File: src/rtl/itch_pkg.sv
// rtl/itch_pkg.sv - ITCH executed-with-price message layout, parser states and field decode
package itch_pkg;

    localparam int EXEC_PRICE_LEN = 51;
    localparam int CNT_W          = 6;

    localparam int TIMESTAMP_OFF         = 0;
    localparam int TIMESTAMP_LEN         = 4;
    localparam int ORDER_ID_OFF          = 4;
    localparam int ORDER_ID_LEN          = 8;
    localparam int ORDER_BOOK_ID_OFF     = 12;
    localparam int ORDER_BOOK_ID_LEN     = 4;
    localparam int SIDE_OFF              = 16;
    localparam int SIDE_LEN              = 1;
    localparam int EXECUTED_QTY_OFF      = 17;
    localparam int EXECUTED_QTY_LEN      = 8;
    localparam int MATCH_ID_OFF          = 25;
    localparam int MATCH_ID_LEN          = 8;
    localparam int COMBO_GROUP_ID_OFF    = 33;
    localparam int COMBO_GROUP_ID_LEN    = 4;
    localparam int RESERVED1_OFF         = 37;
    localparam int RESERVED1_LEN         = 4;
    localparam int RESERVED2_OFF         = 41;
    localparam int RESERVED2_LEN         = 4;
    localparam int TRADE_PRICE_OFF       = 45;
    localparam int TRADE_PRICE_LEN       = 4;
    localparam int OCCURRED_AT_CROSS_OFF = 49;
    localparam int OCCURRED_AT_CROSS_LEN = 1;
    localparam int PRINTABLE_OFF         = 50;
    localparam int PRINTABLE_LEN         = 1;

    typedef enum logic [1:0] {
        ST_IDLE,
        ST_COLLECT,
        ST_HOLD
    } parse_state_e;

    typedef struct packed {
        logic [31:0] timestamp;
        logic [63:0] order_id;
        logic [31:0] order_book_id;
        logic [7:0]  side;
        logic [63:0] executed_qty;
        logic [63:0] match_id;
        logic [31:0] combo_group_id;
        logic [31:0] reserved1;
        logic [31:0] reserved2;
        logic [31:0] trade_price;
        logic [7:0]  occurred_at_cross;
        logic [7:0]  printable;
    } exec_price_t;

    // Buffer byte j sits at bits [8j+7:8j], so a plain slice is already little-endian.
    function automatic exec_price_t decode_exec_price(input logic [EXEC_PRICE_LEN*8-1:0] msg);
        exec_price_t f;
        f.timestamp         = msg[TIMESTAMP_OFF*8         +: TIMESTAMP_LEN*8];
        f.order_id          = msg[ORDER_ID_OFF*8          +: ORDER_ID_LEN*8];
        f.order_book_id     = msg[ORDER_BOOK_ID_OFF*8     +: ORDER_BOOK_ID_LEN*8];
        f.side              = msg[SIDE_OFF*8              +: SIDE_LEN*8];
        f.executed_qty      = msg[EXECUTED_QTY_OFF*8      +: EXECUTED_QTY_LEN*8];
        f.match_id          = msg[MATCH_ID_OFF*8          +: MATCH_ID_LEN*8];
        f.combo_group_id    = msg[COMBO_GROUP_ID_OFF*8    +: COMBO_GROUP_ID_LEN*8];
        f.reserved1         = msg[RESERVED1_OFF*8         +: RESERVED1_LEN*8];
        f.reserved2         = msg[RESERVED2_OFF*8         +: RESERVED2_LEN*8];
        f.trade_price       = msg[TRADE_PRICE_OFF*8       +: TRADE_PRICE_LEN*8];
        f.occurred_at_cross = msg[OCCURRED_AT_CROSS_OFF*8 +: OCCURRED_AT_CROSS_LEN*8];
        f.printable         = msg[PRINTABLE_OFF*8         +: PRINTABLE_LEN*8];
        return f;
    endfunction

endpackage

File: src/rtl/itch_byte_gather.sv
// rtl/itch_byte_gather.sv - copies taken_i beat bytes from pos_i into the message buffer at count_i
module itch_byte_gather
    import itch_pkg::*;
#(
    parameter  int BEAT_BYTES = 8,
    localparam int OFF_W      = $clog2(BEAT_BYTES)
) (
    input  logic [EXEC_PRICE_LEN*8-1:0] buf_i,
    input  logic [8*BEAT_BYTES-1:0]     beat_i,
    input  logic [OFF_W-1:0]            pos_i,
    input  logic [CNT_W-1:0]            count_i,
    input  logic [CNT_W-1:0]            taken_i,
    output logic [EXEC_PRICE_LEN*8-1:0] buf_o
);

    logic [7:0]       beat_bytes [BEAT_BYTES];
    logic [OFF_W-1:0] src_idx    [EXEC_PRICE_LEN];

    for (genvar b = 0; b < BEAT_BYTES; b++) begin : g_unpack
        assign beat_bytes[b] = beat_i[b*8 +: 8];
    end

    // Each message byte in [count, count+taken) pulls from beat byte pos + (j - count).
    always_comb begin
        buf_o = buf_i;
        for (int j = 0; j < EXEC_PRICE_LEN; j++) begin
            src_idx[j] = OFF_W'(j - int'(count_i) + int'(pos_i));
            if (j >= int'(count_i) && j < int'(count_i) + int'(taken_i)) begin
                buf_o[j*8 +: 8] = beat_bytes[src_idx[j]];
            end
        end
    end

endmodule

File: src/rtl/itch_exec_price_parser_p.sv
// rtl/itch_exec_price_parser_p.sv - gathers a 51-byte executed-with-price message from beats and decodes it
module itch_exec_price_parser_p
    import itch_pkg::*;
#(
    parameter  int BEAT_BYTES = 8,
    localparam int OFF_W      = $clog2(BEAT_BYTES)
) (
    input  logic                    clk,
    input  logic                    rst,
    input  logic                    in_valid,
    output logic                    in_ready,
    input  logic [8*BEAT_BYTES-1:0] in_data,
    input  logic                    in_last,
    input  logic                    start,
    input  logic [OFF_W-1:0]        start_offset,
    output logic                    out_valid,
    input  logic                    out_ready,
    output logic [31:0]             timestamp,
    output logic [63:0]             order_id,
    output logic [31:0]             order_book_id,
    output logic [7:0]              side,
    output logic [63:0]             executed_qty,
    output logic [63:0]             match_id,
    output logic [31:0]             combo_group_id,
    output logic [31:0]             reserved1,
    output logic [31:0]             reserved2,
    output logic [31:0]             trade_price,
    output logic [7:0]              occurred_at_cross,
    output logic [7:0]              printable,
    output logic [OFF_W-1:0]        tracker_out,
    output logic                    err_trunc
);

    parse_state_e                state_q, state_d;
    logic [CNT_W-1:0]            count_q, count_d;
    logic [EXEC_PRICE_LEN*8-1:0] buf_q, buf_d;
    logic [OFF_W-1:0]            tracker_q, tracker_d;
    logic                        err_q, err_d;

    logic [OFF_W-1:0]            pos;
    logic [CNT_W-1:0]            count_base;
    logic [CNT_W:0]              avail, remain;
    logic [CNT_W-1:0]            taken, count_sum;
    logic                        accept, take;
    logic [EXEC_PRICE_LEN*8-1:0] gathered;
    exec_price_t                 fields;

    // A start beat begins at start_offset with an empty buffer; continuation beats begin at byte 0.
    assign pos        = (state_q == ST_IDLE)    ? start_offset : '0;
    assign count_base = (state_q == ST_COLLECT) ? count_q      : '0;
    assign avail      = (CNT_W+1)'(BEAT_BYTES)     - (CNT_W+1)'(pos);
    assign remain     = (CNT_W+1)'(EXEC_PRICE_LEN) - (CNT_W+1)'(count_base);
    assign taken      = (avail < remain) ? avail[CNT_W-1:0] : remain[CNT_W-1:0];
    assign count_sum  = count_base + taken;
    assign accept     = in_valid && in_ready;

    itch_byte_gather #(.BEAT_BYTES(BEAT_BYTES)) u_gather (
        .buf_i   (buf_q),
        .beat_i  (in_data),
        .pos_i   (pos),
        .count_i (count_base),
        .taken_i (taken),
        .buf_o   (gathered)
    );

    // Next-state and handshake outputs; completion is checked before in_last so a full message never flags truncation.
    always_comb begin
        state_d   = state_q;
        count_d   = count_q;
        buf_d     = buf_q;
        tracker_d = tracker_q;
        err_d     = 1'b0;
        take      = 1'b0;
        in_ready  = (state_q != ST_HOLD);
        out_valid = (state_q == ST_HOLD);
        unique case (state_q)
            ST_IDLE:    take = accept && start;
            ST_COLLECT: take = accept;
            ST_HOLD: begin
                if (out_ready) begin
                    state_d = ST_IDLE;
                    count_d = '0;
                end
            end
            default:    state_d = ST_IDLE;
        endcase
        if (take) begin
            buf_d = gathered;
            if (count_sum == CNT_W'(EXEC_PRICE_LEN)) begin
                state_d   = ST_HOLD;
                count_d   = count_sum;
                tracker_d = OFF_W'((CNT_W+1)'(pos) + (CNT_W+1)'(taken));
            end else if (in_last) begin
                state_d = ST_IDLE;
                count_d = '0;
                err_d   = 1'b1;
            end else begin
                state_d = ST_COLLECT;
                count_d = count_sum;
            end
        end
    end

    // State, buffer and status registers; reset wins over any handshake in the same cycle.
    always_ff @(posedge clk) begin
        if (rst) begin
            state_q   <= ST_IDLE;
            count_q   <= '0;
            buf_q     <= '0;
            tracker_q <= '0;
            err_q     <= 1'b0;
        end else begin
            state_q   <= state_d;
            count_q   <= count_d;
            buf_q     <= buf_d;
            tracker_q <= tracker_d;
            err_q     <= err_d;
        end
    end

    assign fields            = decode_exec_price(buf_q);
    assign timestamp         = fields.timestamp;
    assign order_id          = fields.order_id;
    assign order_book_id     = fields.order_book_id;
    assign side              = fields.side;
    assign executed_qty      = fields.executed_qty;
    assign match_id          = fields.match_id;
    assign combo_group_id    = fields.combo_group_id;
    assign reserved1         = fields.reserved1;
    assign reserved2         = fields.reserved2;
    assign trade_price       = fields.trade_price;
    assign occurred_at_cross = fields.occurred_at_cross;
    assign printable         = fields.printable;
    assign tracker_out       = tracker_q;
    assign err_trunc         = err_q;

endmodule

File: config.mk
export PLATFORM = sky130hd
export DESIGN_NAME = itch_exec_price_parser_p
export DESIGN_NICKNAME = d
export VERILOG_FILES = /design/src/rtl/itch_pkg.sv /design/src/rtl/itch_byte_gather.sv /design/src/rtl/itch_exec_price_parser_p.sv
export SDC_FILE = /design/constraint.sdc
export NUM_CORES = 1
export LEC_CHECK = 0
export BUFFER_PORTS_ARGS = -buffer_cell sky130_fd_sc_hd__buf_2
export CORE_MARGIN = 8
export CORE_UTILIZATION = 54
export DETAILED_ROUTE_END_ITERATION = 10
export GPL_TIMING_DRIVEN = 0
export PLACE_DENSITY_LB_ADDON = 0.2
export SYNTH_ARGS = -nofsm -noshare
export SYNTH_HDL_FRONTEND = slang
export SYNTH_SLANG_ARGS = --single-unit
File: constraint.sdc
create_clock -name clk -period 6.2 [get_ports clk]
set_input_delay 0.62 -clock clk [delete_from_list [all_inputs] [get_ports clk]]
set_output_delay 0.62 -clock clk [all_outputs]
set_load 0.02 [all_outputs]
### Yosys cells after proc, flatten, opt, wreduce, memory -nomap -nowiden

Cells that the tools add are included.

| storage, ports and cells | value |
|---|---|
| register bits | 420 |
| input bits | 73 |

| cells by class | value |
|---|---|
| $lt $le $gt $ge | 154 |
| eq/ne operators | 6 |
| reductions and logical operators | 112 |
| add/sub/neg operators | 107 |
| multiplexer cells | 168 |
| bitwise gates (word level) | 52 |

Operators with widths:

| cell | count |
|---|---|
| $bmux 8 s3 | 51 |
| $mux 8 | 102 |
| $lt 7x32->1 const A | 19 |
| $lt 6x32->1 const A | 16 |
| $lt 5x32->1 const A | 8 |
| $ge 4x4->1 const B | 51 |
| $not 3->4 | 51 |
| $add 3x3->3 | 52 |
| $lt 4x32->1 const A | 4 |
| $ge 6x6->1 const A | 19 |
| $reduce_and 2->1 | 54 |
| $ge 5x6->1 const A | 16 |
| $sub 3x3->3 const A | 24 |
| $lt 3x32->1 const A | 2 |
| $logic_and 1x1->1 | 53 |
| $ge 4x6->1 const A | 8 |
| $mux 6 | 7 |
| $sub 1x3->3 const A | 14 |
| $sub 2x3->3 const A | 13 |
| $lt 1x32->1 const A | 1 |
| $lt 2x32->1 const A | 1 |
| $ge 3x6->1 const A | 4 |
| $ge 1x6->1 const A | 2 |
| $ge 2x6->1 const A | 2 |
| other kinds (21) | 25 |

### Longest topological paths before layout

Gate-level depths: netlist of run 1.

| logic depth | value |
|---|---|
| depth after elaboration | 9 |
| gate-level depth with buffers | 23 |
| mapped depth without buffers | 18 |

### Hierarchy

A second synthesis of run 1 with hierarchy kept.

| unflattened totals | value |
|---|---|
| cell total of the unflattened synthesis | 2865 |
| area, all modules | 23804.1 um^2 |

Modules (own cells, without submodules):

| module | cells an instance | area each (um^2) | times used |
|---|---|---|---|
| itch_exec_price_parser_p | 1895 | 14969.4 | 1 |
| itch_byte_gather | 970 | 8834.7 | 1 |

### Worst setup path before layout of run 1

Ideal clock, no wire load.

| path | value |
|---|---|
| path kind | register -> register |
| from | register state_q[0] |
| to | register buf_q[256] |
| library setup time | 0.121 ns |
| data required time | 6.079 ns |
| stages on the path, launching flop included | 23 |
| arrival | 4.793 ns |
| setup slack | 1.287 ns |
| path through | dfxtp_1 > buf_2 > nor2_1 > nand2_1 > ha_1 > ha_1 > nor2b_1 > o211ai_1 > a211oi_2 > nand2_1 > nand2_1 > ha_1 > inv_1 > fa_1 > nand2b_1 > a211o_1 > a21o_1 > buf_4 > buf_4 > a21oi_2 > o221a_2 > buf_4 > mux2_2 |

| between the ends | value |
|---|---|
| cells in the longest elaborated chain, start to end | 9 |
| elaborated cells between the ends (all ways) | 23 |
| classes of those cells | add/sub (5); order compare (3); eq/ne (2); mux (7); bitwise (1); reduce/logical (5) |

Ends and longest elaborated chain:

| item | RTL line | RTL |
|---|---|---|
| from (decl) | itch_exec_price_parser_p.sv:34 | `parse_state_e state_q, state_d;` |
| from (signal assigned) | itch_exec_price_parser_p.sv:113 | `state_q <= state_d;` |
| $eq 2x1->1 / $logic_not 2->1 (equally long branches) | itch_exec_price_parser_p.sv:50, itch_exec_price_parser_p.sv:76, itch_exec_price_parser_p.sv:49 |  |
| $mux 6 / $mux 3 (equally long branches) | itch_exec_price_parser_p.sv:50, itch_exec_price_parser_p.sv:49 |  |
| $sub 6x6->7 / $sub 4x3->5 (equally long branches) | itch_exec_price_parser_p.sv:52, itch_exec_price_parser_p.sv:51 |  |
| $lt 7x7->1 | itch_exec_price_parser_p.sv:53 | `assign taken = (avail < remain) ? avail[CNT_W-1:0] : remain[CNT_W-1:0];` |
| $mux 6 | itch_exec_price_parser_p.sv:53 |  |
| $add 6x6->7 | itch_byte_gather.sv:28 | `if (j >= int'(count_i) && j < int'(count_i) + int'(taken_i)) begin` |
| $lt 7x32->1 | itch_byte_gather.sv:28 |  |
| $logic_and 1x1->1 | itch_byte_gather.sv:28 |  |
| $reduce_and 2->1 (no line) | - |  |
| to (signal assigned) | itch_exec_price_parser_p.sv:115 | `buf_q <= buf_d;` |
| to (decl) | itch_exec_price_parser_p.sv:36 | `logic [EXEC_PRICE_LEN*8-1:0] buf_q, buf_d;` |

Parallel ways exist; a longest one is shown, timed or not. The select of a mux whose other input is x is not followed.
A chain may end at the register's enable or synchronous reset.

### Worst setup path after layout of run 1

| path | value |
|---|---|
| from | register state_q[1] |
| to | register buf_q[259] |

Same word-level chain as after synthesis.

==> results of run 1 <==
## cell type report
cell class                      instances  area share [%]
Multi-Input combinational cell       1348            43.8
Clock buffer                           62            4.90
Tap cell                              468            2.35
Clock inverter                         19           0.820
Timing Repair Buffer                  510            10.6
Antenna cell                           12           0.121
Inverter                               32           0.483
Sequential cell                       420            33.8
Buffer                                174            3.13
## per-layer routing
metal / global-route usage [%] / up-vias / wire, µm
met5: 0 / - / 87
met4: 18.6 / 16 / 4560
met3: 12.6 / 257 / 10700
met2: 61.1 / 1410 / 40400
met1: 46.3 / 9681 / 33200
li1: - / 8667 / -
## cell families after synthesis
kind of cell    after synthesis  synth area share, %
compound gates              724                 25.1
flops                       420                 41.8
simple gates                330                 9.05
mux                         251                 16.9
buf+inv                     206                 4.44
fa+ha+maj                    24                 1.64
xor+xnor                     17                 1.08
other cells                   1               0.0186
## sequential cells by signal, indices dropped and copies added (netlist names)
signal,count
buf_q,408
count_q,6
tracker_out,3
state_q,2
err_trunc,1
## metrics by stage
step	hold WS, ps	utilization [%]	setup slack, ps	total power, mW
2_1_floorplan	544	-	1290	4.20
3_3_place_gp	457	63.1	-86.6	4.93
3_5_place_dp	458	63.1	-107	4.96
4_1_cts	337	67.1	24.8	7.58
5_1_grt	366	67.8	26.0	7.85
6_report	352	67.8	204	7.67
## cells in the final DEF, fill, tap and decap left out, types with 6 or more instances in the layout
cell,instances
a211oi_1,181
inv_1,30
a311oi_1,112
a31oi_1,14
xor2_1,7
nand2b_1,90
a41oi_2,6
buf_1,10
or2_2,18
diode_2,12
o21a_1,6
clkbuf_1,119
buf_4,29
nand3_1,8
nor2_1,69
buf_6,6
and2_1,20
nand2_1,30
mux2_2,73
buf_2,529
ha_1,20
clkinv_2,7
clkbuf_16,45
nor2b_1,62
mux4_2,64
nor3_1,7
o21ai_0,18
a21oi_1,308
dfxtp_1,420
mux2i_1,112
o211ai_1,15
## cells in the mapped netlist, types with 6 or more instances
cell / instances
buf_2: 45
buf_4: 7
and2_1: 20
or2_2: 18
mux4_2: 64
o211ai_1: 15
buf_1: 10
mux2_2: 73
nand2_1: 30
nand3_1: 8
nor2_1: 69
a31oi_1: 14
dfxtp_1: 420
o21ai_0: 18
a21oi_1: 309
xor2_1: 7
a41oi_2: 6
ha_1: 20
a211oi_1: 181
nand2b_1: 90
clkbuf_1: 107
o21a_1: 6
nor3_1: 7
mux2i_1: 114
inv_1: 31
nor2b_1: 63
a311oi_1: 112
## critical path, cell delays in order, from the launching register on
cell and delay, ps:
dfxtp_1 290, clkbuf_1 190, nor2b_2 360, buf_2 370, nand2_1 300, inv_2 230
ha_1 140, nor2b_1 130, o211ai_1 130, a211oi_4 370, nand2_1 90, nand2_1 100
ha_1 200, inv_1 70, fa_1 450, nand2b_1 250, a211o_1 360, a21o_1 200
buf_4 170, buf_4 220, a21oi_4 360, o221a_2 310, buf_4 210, mux2_2 360
## where the power goes
part / switching, mW / total, mW / leakage (nW) / internal (mW)
Clock: 1.15 / 2.67 / 0.696 / 1.52
Sequential: 0.126 / 3.02 / 3.44 / 2.90
Combinational: 1.36 / 1.98 / 6.54 / 0.621
## what timing repair did
item,CTS,global route
setup buffers,1,23
resized for setup,4,8
pin swaps,1,11
endpoints found under the setup margin,37,277
## final timing paths
path / startpoint / end / slack (ps) / depth (start not counted)
setup / recovery: state_q[1]$_SDFFE_PP0P_ / buf_q[259]$_SDFFE_PP0P_ / 200 / 23
hold / removal: in_valid / state_q[0]$_SDFFE_PP0P_ / 350 / 3
setup reg to reg: state_q[1]$_SDFFE_PP0P_ / buf_q[259]$_SDFFE_PP0P_ / 200 / 23
hold reg to reg: tracker_out[0]$_SDFFE_PP0P_ / tracker_out[0]$_SDFFE_PP0P_ / 470 / 2
==> qor.yml, run 1 <==
floorplan:
  rows: 70
  die_w_um: 209
  initial_core_util_pct: 54.9
  dieArea_um2: 43700
  io_pins: 487
  dieHeight_um: 209
  core_area_um2: 36700
worst_setup_path:
  required_ps: 6660
  cp-end-kind: "flip-flop"
  path_max_fanout: 10
  critPathLaunchType: "flip-flop"
  criticalPathCategory: "flip-flop to flip-flop"
  arrival_ps: 6450
yosys:
  yosys.area.top_type_share_pct: 41.8
  synth_area_per_cell_um2: 10.2
  syn_inst: 1973
  synth_edf_count: 0
  syn-cell-area_um2: 20100
  synthFlopType: "dfxtp_1"
  yosysSeqAreaShare_pct: 41.8
  async_flop_share_pct: 0
  yosys.area.top_type: "dfxtp_1"
  yosysUniqueCellTypes: 77
  yosys_warnings: 0
  synth-seq-cells: 420
  synth.area.top_cells: "dfxtp_1 (42%), a21oi_1 (7.7%), mux4_2 (7.2%), a211oi_1 (6.7%), mux2i_1 (5.7%)"
place:
  place.gp.congestion: 1.04
  post_dp_cell_area_um2: 23100
  dp.cells: 2927
  dp_hpwl_mm: 67.4
  port-buffer-count: 485
cts:
  clk_transition_reported_paths_ps: 60
  cts_tree: "yes"
  cts_max_level: 2
  hold_buffers: 0
  cts_root_buf: "clkbuf_16"
  clk_latency_ps: 590
  cts_buffers: 45
  clock-sinks: 420
  clock_path_buffers: 3
timing:
  rsz0062_at_grt: "no"
  min_period_over_period_pct: 96.7
  setup_viol: 0
  clock_skew_ps: 20.7
  tns_ps: 0
  hold_viol: 0
  drv_slew: 0
  max_slew_margin_pct: 2.75
  worst_pin_slew_ps: 1420
  max_clock_freq_mhz: 167
  period_minus_slack_ps: 6000
global_routing:
  gr-total-overflow: 0
  grt_max_degree: 14
  grt_pass1_wl_mm: 127
  antenna_found_initial: 20
  grt_pass1_vias: 19000
  grt_use_total_pct: 38.4
detailed_routing:
  first_pass_iters: 6
  routed_wl_mm: 88.9
  vias_per_cell: 6.58
  ant_nets: 0
  drtIter0Drc: 2600
  drcViolationCount: 0
  routedWlPerCell_um: 29.2
  vias: 20000
cells_and_area:
  seq_area_um2: 8410
  fill_cells: 2954
  area_growth_pct: 23.6
  fin_cells: 3045
  drive_above_1_share_pct: 32.7
  multi_input_area_um2: 10900
  nets: 2628
  postLayoutCellArea_um2: 24900
power:
  peakVddDrop_mv: 0.217
  p_per_area_nw_per_um2: 308
  power_leakage_nw: 10.7
hold_path:
  hold_path.class: "input port to flip-flop"
run:
  drv_cap: 0
status:
  status: "completed"
No activity file was read; power rests on OpenSTA's default activity.
==> run 2, diff against run 1 <==
--- a/config.mk
+++ b/config.mk
@@ -10,7 +10,7 @@
 export CORE_UTILIZATION = 54
 export DETAILED_ROUTE_END_ITERATION = 10
 export GPL_TIMING_DRIVEN = 0
-export PLACE_DENSITY_LB_ADDON = 0.2
+export PLACE_DENSITY_LB_ADDON = 0.12
 export SYNTH_ARGS = -nofsm -noshare
 export SYNTH_HDL_FRONTEND = slang
 export SYNTH_SLANG_ARGS = --single-unit
==> constraint.sdc (replaced) <==
create_clock -name clk -period 5.6 [get_ports clk]
set_input_delay 0.56 -clock clk [delete_from_list [all_inputs] [get_ports clk]]
set_output_delay 0.56 -clock clk [all_outputs]
set_load 0.02 [all_outputs]
==> run 2 against run 1 <==
Against the previous run:
- sequential share of layout area fell by 0.46 points
- via count rose by 0.26%
- the run now ends with capacitance limit, slew limit left
- critical endpoint is now buf_q[198]$_SDFFE_PP0P_
- critical path depth fell by 3
- total power rose by 10%
- hold slack got worse by 65 ps
==> qor.yml, run 2 (same netlist as run 1, synthesis figures left out) <==
detailed_routing:
  vias_per_cell: 6.58
  drtIter0Drc: 2279
  drcViolationCount: 0
  routed_wl_mm: 89.8
  ant_nets: 0
  vias: 20100
  routedWlPerCell_um: 29.4
  first_pass_iters: 6
hold_path:
  hold_depth: 3
  hold_path.class: "input port to flip-flop"
  hp-start: "out_ready"
worst_setup_path:
  arrival_ps: 6040
  cp-end-kind: "flip-flop"
  critPathLaunch: "state_q[0]$_SDFFE_PP0P_"
  required_ps: 6070
  reg2regPathDepth: 20
  path_max_fanout: 10
  criticalPathCategory: "flip-flop to flip-flop"
  critPathLaunchType: "flip-flop"
  r2r-start: "state_q[0]$_SDFFE_PP0P_"
status:
  status: "finished with violations"
  violations: "capacitance limit, slew limit"
power:
  power_leakage_nw: 10.9
  p_per_area_nw_per_um2: 336
  fin_total_pwr_mw: 8.46
  peakVddDrop_mv: 0.269
floorplan:
  rows: 70
  dieHeight_um: 209
  core_area_um2: 36700
  initial_core_util_pct: 54.9
  dieArea_um2: 43700
  io_pins: 487
  die_w_um: 209
timing:
  period_minus_slack_ps: 5580
  min_period_over_period_pct: 99.6
  max_clock_freq_mhz: 179
  drv_slew: 2
  clock_skew_ps: 25.8
  setup_viol: 0
  worst_pin_slew_ps: 1490
  max_slew_margin_pct: -2.30
  rsz0062_at_grt: "yes"
  hold_viol: 0
cts:
  hold_buffers: 0
  clk_transition_reported_paths_ps: 60
  cts_root_buf: "clkbuf_16"
  cts_buffers: 43
  cts_tree: "yes"
  clk_latency_ps: 590
  clock-sinks: 420
  clock_path_buffers: 3
  cts_max_level: 2
place:
  dp_hpwl_mm: 67.2
  place.gp.congestion: 1.06
  post_dp_cell_area_um2: 23100
  port-buffer-count: 485
cells_and_area:
  final_util_pct: 68.7
  final_common_cell: "buf_2"
  largest_reg_flops: 408
  drive_above_1_share_pct: 34.5
  nets: 2638
  area_growth_pct: 25.3
  regMostFlops: "buf_q"
  postLayoutCellArea_um2: 25200
  layout_common_cells: "buf_2 (525), dfxtp_1 (419), a21oi_1 (305)"
  fill_cells: 2917
global_routing:
  antenna_found_initial: 11
  grt_pass1_vias: 19600
  gr-total-overflow: 0
  grt_pass1_wl_mm: 130
  grt_max_degree: 15
  grt_use_total_pct: 39.0
run:
  drv_cap: 2
-- run 2: changes by cell type in the layout (fill, tap and decap cells not counted), sizes merged --
cell    change
a21oi       +1
diode       -3
inv         -4
clkbuf      -1
clkinv      +1
bufinv      -3
buf        +14
-- run 2: final cells by class --
cell class / instances / area, µm² / area share (%)
antenna: 9 / 22.5 / 0.0893
buffer: 170 / 807 / 3.20
clock buffer: 64 / 1320 / 5.22
clock inverter: 13 / 96.3 / 0.382
inverter: 32 / 120 / 0.476
multi-input combinational: 1349 / 11100 / 43.9
sequential: 420 / 8410 / 33.3
tap: 468 / 586 / 2.32
timing repair buffer: 525 / 2790 / 11.1
-- run 2: worst max-delay path: stages, from the launching register on --
cell,delay (ps)
dfxtp_1,380
clkbuf_4,240
nor2_4,200
nand2_1,190
ha_1,340
ha_1,270
nor2b_1,130
o211ai_1,120
a211oi_2,350
buf_4,190
mux2_2,330
ha_1,170
buf_2,170
a211o_1,320
o211ai_1,170
buf_2,350
nand2_2,350
or3_1,500
a21oi_4,160
buf_12,150
mux2_2,340
-- run 2: path summary, 6_finish.rpt --
kind	to	slack [ps]
worst max-delay path	buf_q[198]$_SDFFE_PP0P_	20
worst min-delay path	state_q[1]$_SDFFE_PP0P_	290
worst max register to register	buf_q[198]$_SDFFE_PP0P_	20
worst min register to register	tracker_out[0]$_SDFFE_PP0P_	470
-- run 2: per-stage QoR --
step	setup WS [ps]	hold WS, ps	TNS (ps)	cells
2_1_floorplan	687	544	0	1974
3_3_place_gp	-823	460	-150300	2927
3_5_place_dp	-792	460	-161920	2927
4_1_cts	0.131	263	0	3024
5_1_grt	-129	302	-3360	3049
6_report	25.0	286	0	3050
-- run 2: routing by layer --
metal	global-route usage [%]	vias to the layer above	share of wire, %
li1	-	8694	-
met1	47.4	9820	38
met2	62.6	1324	46
met3	12.2	240	12
met4	18.1	6	4.8
met5	0	-	0.037
-- run 2: report_power, final --
part	internal, mW	total, mW	switching (mW)
Sequential	3.21	3.35	0.140
Clock	1.63	2.88	1.25
Combinational	0.706	2.23	1.53
Total	5.54	8.46	2.92
-- run 2: repair_timing --
action,in CTS,in global routing
resized for setup,23,51
endpoints found under the setup margin,410,391
hold endpoints to repair,0,0
setup buffers,21,19
gates cloned,0,1
pin swaps,14,12
